`config.mk`:
```
export PLATFORM = sky130hd
export DESIGN_NAME = avalon_cmd_arbiter_flat
export DESIGN_NICKNAME = d
export VERILOG_FILES = /design/src/rtl/avalon_uart_pkg.sv /design/src/rtl/avalon_cmd_arbiter_if.sv /design/src/rtl/avalon_cmd_arbiter_watchdog.sv /design/src/rtl/avalon_cmd_arbiter.sv /design/src/flat_wrapper.sv
export SDC_FILE = /design/constraint.sdc
export NUM_CORES = 1
export LEC_CHECK = 0
export CAP_MARGIN = 20
export CORE_UTILIZATION = 35
export CTS_CLUSTER_DIAMETER = 30
export DETAILED_ROUTE_END_ITERATION = 8
export GPL_TIMING_DRIVEN = 0
export PLACE_DENSITY = 0.88
export RECOVER_POWER = 25
export SKIP_CTS_REPAIR_TIMING = 1
export SYNTH_ARGS = -nofsm -noshare
export SYNTH_HDL_FRONTEND = slang
export SYNTH_SLANG_ARGS = --single-unit
```
`constraint.sdc`:
```
create_clock -name CLK -period 3.5 [get_ports CLK]
set_input_delay 0.35 -clock CLK [delete_from_list [all_inputs] [get_ports CLK]]
set_output_delay 0.35 -clock CLK [all_outputs]
set_load 0.01 [all_outputs]
```
`src/rtl/avalon_uart_pkg.sv`:
```
// Shared types and constants for the Avalon command arbiter and the requesters that sit on it.
package avalon_uart_pkg;

  typedef enum logic [1:0] {
    IDLE = 2'd0,
    BUSY = 2'd1,
    DONE = 2'd2,
    GAP  = 2'd3
  } arb_state_t;

  localparam logic CH_A = 1'b0;
  localparam logic CH_B = 1'b1;

  // Register map seen by the requesters through the master port.
  localparam logic [31:0] REG_CTRL   = 32'h0000_0000;
  localparam logic [31:0] REG_STATUS = 32'h0000_0004;
  localparam logic [31:0] REG_TXDATA = 32'h0000_0008;
  localparam logic [31:0] REG_RXDATA = 32'h0000_000C;

  // Round-robin pick between two requesters; a tie goes to the channel that did not win last.
  function automatic logic rr_pick(input logic req_a, input logic req_b, input logic last);
    logic win;
    win = CH_A;
    if (req_a && req_b) win = ~last;
    else if (req_b)     win = CH_B;
    return win;
  endfunction

endpackage

```
`src/rtl/avalon_cmd_arbiter_if.sv`:
```
// Bundle of the two requester channels and the shared master command port.
interface avalon_cmd_arbiter_if #(
  parameter int ADDR_W = 32,
  parameter int DATA_W = 32
);
  // Handshake: req_x is a level held until done_x; done_x is a one-cycle pulse with err_x/rdata_x
  // valid in that cycle. start_m is a level held with a stable command until done_m is seen.
  logic              req_a;
  logic              rnw_a;
  logic [ADDR_W-1:0] addr_a;
  logic [DATA_W-1:0] wdata_a;
  logic              done_a;
  logic              err_a;
  logic [DATA_W-1:0] rdata_a;

  logic              req_b;
  logic              rnw_b;
  logic [ADDR_W-1:0] addr_b;
  logic [DATA_W-1:0] wdata_b;
  logic              done_b;
  logic              err_b;
  logic [DATA_W-1:0] rdata_b;

  logic              start_m;
  logic              rnw_m;
  logic [ADDR_W-1:0] addr_m;
  logic [DATA_W-1:0] wdata_m;
  logic              done_m;
  logic [DATA_W-1:0] rdata_m;

  // Arbiter view: serves the requesters and drives the command towards the bus master.
  modport master (
    input  req_a, rnw_a, addr_a, wdata_a,
    output done_a, err_a, rdata_a,
    input  req_b, rnw_b, addr_b, wdata_b,
    output done_b, err_b, rdata_b,
    output start_m, rnw_m, addr_m, wdata_m,
    input  done_m, rdata_m
  );

  // Environment view: requesters plus the bus master responding to the command.
  modport slave (
    output req_a, rnw_a, addr_a, wdata_a,
    input  done_a, err_a, rdata_a,
    output req_b, rnw_b, addr_b, wdata_b,
    input  done_b, err_b, rdata_b,
    input  start_m, rnw_m, addr_m, wdata_m,
    output done_m, rdata_m
  );

endinterface

```
`src/rtl/avalon_cmd_arbiter_watchdog.sv`:
```
// Cycle counter that flags a transfer the master has left pending for TIMEOUT_CYCLES cycles.
module arb_watchdog #(
  parameter int TIMEOUT_CYCLES = 1024
) (
  input  logic clk_i,
  input  logic rst_i,
  input  logic clear_i,
  input  logic enable_i,
  output logic expired_o
);

  localparam int CW = (TIMEOUT_CYCLES > 0) ? $clog2(TIMEOUT_CYCLES + 1) : 1;

  generate
    if (TIMEOUT_CYCLES == 0) begin : g_disabled
      logic unused;
      assign unused    = clk_i ^ rst_i ^ clear_i ^ enable_i;
      assign expired_o = 1'b0;
    end else begin : g_enabled
      localparam logic [CW-1:0] LAST = CW'(TIMEOUT_CYCLES - 1);

      logic [CW-1:0] cnt_q, cnt_d;

      always_comb begin
        cnt_d = cnt_q;
        if (clear_i)       cnt_d = '0;
        else if (enable_i) cnt_d = cnt_q + 1'b1;
      end

      always_ff @(posedge clk_i or posedge rst_i) begin
        if (rst_i) cnt_q <= '0;
        else       cnt_q <= cnt_d;
      end

      // Counter reads 0 in the first BUSY cycle, so this fires on the TIMEOUT_CYCLES-th one.
      assign expired_o = enable_i && (cnt_q == LAST);
    end
  endgenerate

endmodule

```
`src/rtl/avalon_cmd_arbiter.sv`:
```
// Two-channel round-robin arbiter in front of one Avalon-MM master command port.
module avalon_cmd_arbiter
  import avalon_uart_pkg::*;
#(
  parameter int TIMEOUT_CYCLES = 1024,
  parameter int ADDR_W         = 32,
  parameter int DATA_W         = 32
) (
  input  logic                 CLK,
  input  logic                 RST,
  avalon_cmd_arbiter_if.master bus,
  output logic                 busy,
  output logic                 owner,
  output arb_state_t           state_o
);

  arb_state_t        state_q, state_d;
  logic              owner_q, owner_d;
  logic              rnw_q, rnw_d;
  logic [ADDR_W-1:0] addr_q, addr_d;
  logic [DATA_W-1:0] wdata_q, wdata_d;
  logic [DATA_W-1:0] rdata_q, rdata_d;
  logic              err_q, err_d;
  logic              win;
  logic              wd_clear;
  logic              wd_en;
  logic              wd_expired;

  arb_watchdog #(
    .TIMEOUT_CYCLES(TIMEOUT_CYCLES)
  ) u_watchdog (
    .clk_i     (CLK),
    .rst_i     (RST),
    .clear_i   (wd_clear),
    .enable_i  (wd_en),
    .expired_o (wd_expired)
  );

  always_comb begin
    state_d  = state_q;
    owner_d  = owner_q;
    rnw_d    = rnw_q;
    addr_d   = addr_q;
    wdata_d  = wdata_q;
    rdata_d  = rdata_q;
    err_d    = err_q;
    win      = CH_A;
    wd_clear = 1'b0;
    wd_en    = 1'b0;
    case (state_q)
      IDLE: begin
        if (bus.req_a || bus.req_b) begin
          win      = rr_pick(bus.req_a, bus.req_b, owner_q);
          owner_d  = win;
          rnw_d    = (win == CH_A) ? bus.rnw_a   : bus.rnw_b;
          addr_d   = (win == CH_A) ? bus.addr_a  : bus.addr_b;
          wdata_d  = (win == CH_A) ? bus.wdata_a : bus.wdata_b;
          wd_clear = 1'b1;
          state_d  = BUSY;
        end
      end
      BUSY: begin
        wd_en = 1'b1;
        // A completion in the expiry cycle still counts as a good transfer.
        if (bus.done_m) begin
          rdata_d = rnw_q ? bus.rdata_m : '0;
          err_d   = 1'b0;
          state_d = DONE;
        end else if (wd_expired) begin
          rdata_d = '0;
          err_d   = 1'b1;
          state_d = DONE;
        end
      end
      DONE:    state_d = GAP;
      GAP:     state_d = IDLE;
      default: state_d = IDLE;
    endcase
  end

  always_ff @(posedge CLK or posedge RST) begin
    if (RST) begin
      state_q <= IDLE;
      owner_q <= CH_B;
      rnw_q   <= 1'b0;
      addr_q  <= '0;
      wdata_q <= '0;
      rdata_q <= '0;
      err_q   <= 1'b0;
    end else begin
      state_q <= state_d;
      owner_q <= owner_d;
      rnw_q   <= rnw_d;
      addr_q  <= addr_d;
      wdata_q <= wdata_d;
      rdata_q <= rdata_d;
      err_q   <= err_d;
    end
  end

  logic in_done;
  assign in_done = (state_q == DONE);

  assign bus.start_m = (state_q == BUSY);
  assign bus.rnw_m   = rnw_q;
  assign bus.addr_m  = addr_q;
  assign bus.wdata_m = wdata_q;

  assign bus.done_a  = in_done && (owner_q == CH_A);
  assign bus.err_a   = in_done && (owner_q == CH_A) && err_q;
  assign bus.rdata_a = (in_done && (owner_q == CH_A)) ? rdata_q : '0;
  assign bus.done_b  = in_done && (owner_q == CH_B);
  assign bus.err_b   = in_done && (owner_q == CH_B) && err_q;
  assign bus.rdata_b = (in_done && (owner_q == CH_B)) ? rdata_q : '0;

  assign busy    = (state_q != IDLE);
  assign owner   = owner_q;
  assign state_o = state_q;

endmodule

```
`src/flat_wrapper.sv`:
```
// flat-port wrapper written by rule: the top's interface ports become plain ports
module avalon_cmd_arbiter_flat import avalon_uart_pkg::*;
#(
  parameter int TIMEOUT_CYCLES = 1024,
  parameter int ADDR_W         = 32,
  parameter int DATA_W         = 32
)
  (CLK, RST, busy, owner, state_o, bus_req_a, bus_rnw_a, bus_addr_a, bus_wdata_a, bus_done_a, bus_err_a, bus_rdata_a, bus_req_b, bus_rnw_b, bus_addr_b, bus_wdata_b, bus_done_b, bus_err_b, bus_rdata_b, bus_start_m, bus_rnw_m, bus_addr_m, bus_wdata_m, bus_done_m, bus_rdata_m);
  avalon_cmd_arbiter_if #(.ADDR_W(ADDR_W), .DATA_W(DATA_W)) bus_i ();
  input  logic CLK;
  input  logic RST;
  output logic busy;
  output logic owner;
  output arb_state_t state_o;
  input wire logic [$bits(bus_i.req_a)-1:0] bus_req_a;
  input wire logic [$bits(bus_i.rnw_a)-1:0] bus_rnw_a;
  input wire logic [$bits(bus_i.addr_a)-1:0] bus_addr_a;
  input wire logic [$bits(bus_i.wdata_a)-1:0] bus_wdata_a;
  output wire logic [$bits(bus_i.done_a)-1:0] bus_done_a;
  output wire logic [$bits(bus_i.err_a)-1:0] bus_err_a;
  output wire logic [$bits(bus_i.rdata_a)-1:0] bus_rdata_a;
  input wire logic [$bits(bus_i.req_b)-1:0] bus_req_b;
  input wire logic [$bits(bus_i.rnw_b)-1:0] bus_rnw_b;
  input wire logic [$bits(bus_i.addr_b)-1:0] bus_addr_b;
  input wire logic [$bits(bus_i.wdata_b)-1:0] bus_wdata_b;
  output wire logic [$bits(bus_i.done_b)-1:0] bus_done_b;
  output wire logic [$bits(bus_i.err_b)-1:0] bus_err_b;
  output wire logic [$bits(bus_i.rdata_b)-1:0] bus_rdata_b;
  output wire logic [$bits(bus_i.start_m)-1:0] bus_start_m;
  output wire logic [$bits(bus_i.rnw_m)-1:0] bus_rnw_m;
  output wire logic [$bits(bus_i.addr_m)-1:0] bus_addr_m;
  output wire logic [$bits(bus_i.wdata_m)-1:0] bus_wdata_m;
  input wire logic [$bits(bus_i.done_m)-1:0] bus_done_m;
  input wire logic [$bits(bus_i.rdata_m)-1:0] bus_rdata_m;
  assign bus_i.req_a = bus_req_a;
  assign bus_i.rnw_a = bus_rnw_a;
  assign bus_i.addr_a = bus_addr_a;
  assign bus_i.wdata_a = bus_wdata_a;
  assign bus_done_a = bus_i.done_a;
  assign bus_err_a = bus_i.err_a;
  assign bus_rdata_a = bus_i.rdata_a;
  assign bus_i.req_b = bus_req_b;
  assign bus_i.rnw_b = bus_rnw_b;
  assign bus_i.addr_b = bus_addr_b;
  assign bus_i.wdata_b = bus_wdata_b;
  assign bus_done_b = bus_i.done_b;
  assign bus_err_b = bus_i.err_b;
  assign bus_rdata_b = bus_i.rdata_b;
  assign bus_start_m = bus_i.start_m;
  assign bus_rnw_m = bus_i.rnw_m;
  assign bus_addr_m = bus_i.addr_m;
  assign bus_wdata_m = bus_i.wdata_m;
  assign bus_i.done_m = bus_done_m;
  assign bus_i.rdata_m = bus_rdata_m;
  avalon_cmd_arbiter #(.TIMEOUT_CYCLES(TIMEOUT_CYCLES), .ADDR_W(ADDR_W), .DATA_W(DATA_W)) u_core (.CLK(CLK), .RST(RST), .bus(bus_i), .busy(busy), .owner(owner), .state_o(state_o));
endmodule
```
==> summary.md <==
| Metric | Value |
|---|---|
| Outcome | `finished, violations left` |
| Failing checks | `capacitance limit, slew limit` |
| Slew HR | `-46.9%` |
| Fillers | `1,235` |
| Switching pwr | `2170 µW` |
| Combinational power share | `48.4%` |
| Fin cells | `1,016` |
| Fmax | `0.318 GHz` |
| Post-route cell area | `8960 µm²` |
| Mapped cell area | `5390 µm²` |
| Fin. max-slew vios | `56` |
| Routed wire length | `17,300 µm` |
| Leakage | `0.00401 µW` |
| CTS H-tree lvls | `3` |
| Max-Cap Viols | `1` |
| Required time of the critical path | `3.15 ns` |
| Crit Path Category | `reg -> out` |
| Clk Latency, worst-skew pair | `0.35 ns` |
| CTS tree | `built` |
| Worst Setup End Kind | `output pin` |
| Chip height | `126 µm` |
| Setup_tns | `0 ns` |
| Fin crit share | `90.0%` |
| Max Buffers Root-to-Sink | `2` |
| # setup viols final | `0` |
| GRT Residual Overflow | `0` |
| Gp weighted congestion | `0.796` |
| Total GRT Usage | `22.0%` |
| Max FO, Critical Path | `10` |
| I/O Pins | `305` |
| Synthesis-to-layout area growth | `66.3%` |
| Synth unique cells | `36` |
| Clk slew on worst S/H paths | `0.07 ns` |
| Global-route wire length before repair | `27,000 µm` |
| Placement Rows | `44` |
| Pre-antenna DRT Iters | `4` |
| Post-synth top area share | `51.6%` |
| Crit path time final | `3.15 ns` |
| Layout cells sized above 1 | `5.29%` |
| Largest net degree at the start of global routing | `58` |
| Worst-margin pin slew | `2.20 ns` |
| Die width | `126 µm` |
| Die area | `15,900 µm²` |
| Net Sw Frac | `36.7%` |
| WL per Instance | `17.0 µm` |
| Hpwl dp | `13,500 µm` |
| Reg power frac | `35.4%` |
| Synth Warn # | `0` |
| Vias | `5,046` |
| Pint | `3740 µW` |
| Starting Density | `36.5%` |
| Core Area | `14,800 µm²` |
| DP Area | `8690 µm²` |
| DRT antenna net count | `0` |
| N_diodes | `0` |
| Multi-input gate area | `2370 µm²` |
| Clock Skews | `0.00650 ns` |
| Port bufs | `304` |
| Final nets | `999` |
| Worst hold path class | `reg -> reg` |
| VDD IR max | `0.391 mV` |
| Via/cell ratio | `4.97` |
| Area leader, netlist | `dfrtp_1` |
| Syn Area/Cell | `10.5 µm²` |
| RSZ-0062 raised after global routing | `false` |
| Vias in the first global route | `5,118` |
| Area occupied by registers | `2800 µm²` |
| Top post-synthesis cells by area | `dfrtp_1 52%, mux2i_1 12%, o21ai_0 5.3%, a22o_1 4.9%, nand2_1 4.9%` |
| 1st-iter DRT viols | `224` |
| Design Power | `5910 µW` |
| Register area share after synthesis | `52.1%` |
| Post-Syn Nets | `683` |
| Fin. Hold Viols | `0` |
| Pwr/cell area | `659 nW/µm²` |
| Cells after synthesis | `511` |
| Clock power frac | `16.2%` |
| Initial antenna violation count | `0` |
| Num CTS Buffers | `9` |
| Drc violations | `0` |
| Root buffer cell | `clkbuf_16` |
| WP data arrival | `2.80 ns` |
| Synth Register Bits | `112` |
| Startpoint Class | `flip-flop` |
| Placed insts | `1,000` |
| Clock sink total | `112` |
## power groups by stage
stage	sequential (µW)	clock [µW]	combinational, µW
6_report	2090	958	2860
3_5_place_dp	2110	0	2880
2_1_floorplan	2240	0	1150
5_1_grt	2150	1040	3110
3_3_place_gp	2080	0	2810
4_1_cts	2090	996	2890
## synthesized netlist by cell type (all sizes together)
library cell,n
o21ai,69
inv,5
nor3,1
a31oi,1
nand2,70
nor4,1
nand2b,2
mux2i,67
and2,34
nor2,12
nand4,4
o2bb2ai,1
nor2b,1
dfrtp,111
a21oi,5
buf,18
a22o,32
ha,5
dfstp,1
and3,36
nor4b,1
xor2,5
or3,2
mux2,1
clkbuf,22
a21boi,1
xnor2,3
## cell usage in the layout (no fill, tap or decap), types with 2 or more instances in the layout
cell / n
buf_4: 3
a22o_1: 30
clkdlybuf4s50_1: 303
buf_2: 11
mux2i_1: 67
clkinv_2: 3
buf_6: 3
nor2_1: 12
a22o_2: 2
ha_1: 5
clkbuf_16: 9
o21ai_0: 57
nand4_1: 3
nand2b_1: 2
xor2_1: 5
inv_1: 5
clkbuf_1: 22
xnor2_1: 3
o21ai_1: 11
and3_1: 35
nand2_1: 70
and2_1: 34
a21oi_1: 5
dfrtp_1: 111
clkinvlp_4: 2
## through the flow
step | worst slack [ns] | hold slack, ns | utilization (%)
after detailed placement | 0.747 | 0.469 | 58.9
after floorplan | 0.193 | 0.420 | -
after global routing | 0.142 | 0.505 | 60.7
after global placement | -1.45 | 0.460 | 58.7
final | 0.351 | 0.480 | 60.7
after CTS | 0.330 | 0.486 | 60.7
## critical path: stages (launching register included)
cell,delay [ns]
dfrtp_1,0.40
inv_1,0.13
ha_1,0.36
nor2b_1,0.42
clkbuf_1,0.37
and2_1,0.20
clkdlybuf4s50_1,0.56
## cells by family (layout without fill, tap and decap cells)
logic type               after synthesis  in the layout  share of synthesized area, %
buffers and inverters                 45            366                          4.02
adder cells (fa/ha/maj)                5              5                          1.16
flip-flops                           112            112                          52.1
multiplexers                          68             68                          12.7
AO/OA/AOI/OAI                        109            109                          12.9
AND/OR/NAND/NOR                      164            164                          15.9
XOR/XNOR                               8              8                          1.30
## layout make-up
cell class                      instances  area share, %
Buffer                                 40           2.21
Inverter                                5          0.209
Timing Repair Buffer                  305           34.3
Sequential cell                       112           31.3
Tap cell                              184           2.57
Clock inverter                          7          0.531
Clock buffer                            9           2.51
Multi-Input combinational cell        354           26.4
## final timing paths
kind | slack (ns) | depth (start not counted) | end | from
setup / recovery | 0.35 | 6 | bus_rdata_a[4] | u_core.state_o[0]$_DFFE_PP0P_
hold reg to reg | 0.48 | 2 | u_core.bus.addr_m[11]$_DFFE_PP0P_ | u_core.bus.addr_m[11]$_DFFE_PP0P_
hold / removal | 0.48 | 2 | u_core.bus.addr_m[11]$_DFFE_PP0P_ | u_core.bus.addr_m[11]$_DFFE_PP0P_
max in group asynchronous | 1.01 | 2 | u_core.rdata_q[22]$_DFFE_PP0P_ | RST
setup reg to reg | 1.15 | 6 | u_core.bus.addr_m[4]$_DFFE_PP0P_ | u_core.state_o[1]$_DFFE_PP0P_
min in group asynchronous | 1.21 | 2 | u_core.rdata_q[7]$_DFFE_PP0P_ | RST
## flip-flops by register name, indices dropped and copies added, names as in the netlist
register,cells
u_core.err_q,1
u_core.bus.wdata_m,32
u_core.u_watchdog.g_enabled.cnt_q,11
u_core.rdata_q,32
u_core.bus.addr_m,32
u_core.bus.rnw_m,1
u_core.state_o,2
u_core.owner,1
## metal layers
metal | track usage [%] | share of wire (%) | up-vias
met3 | 6.20 | 6.7 | 20
met1 | 24.1 | 39 | 2409
met5 | 0 | 0 | -
li1 | - | - | 2400
met4 | 6.66 | 2.1 | 0
met2 | 41.1 | 53 | 217
Note: power is estimated with default switching activity, not from simulation.
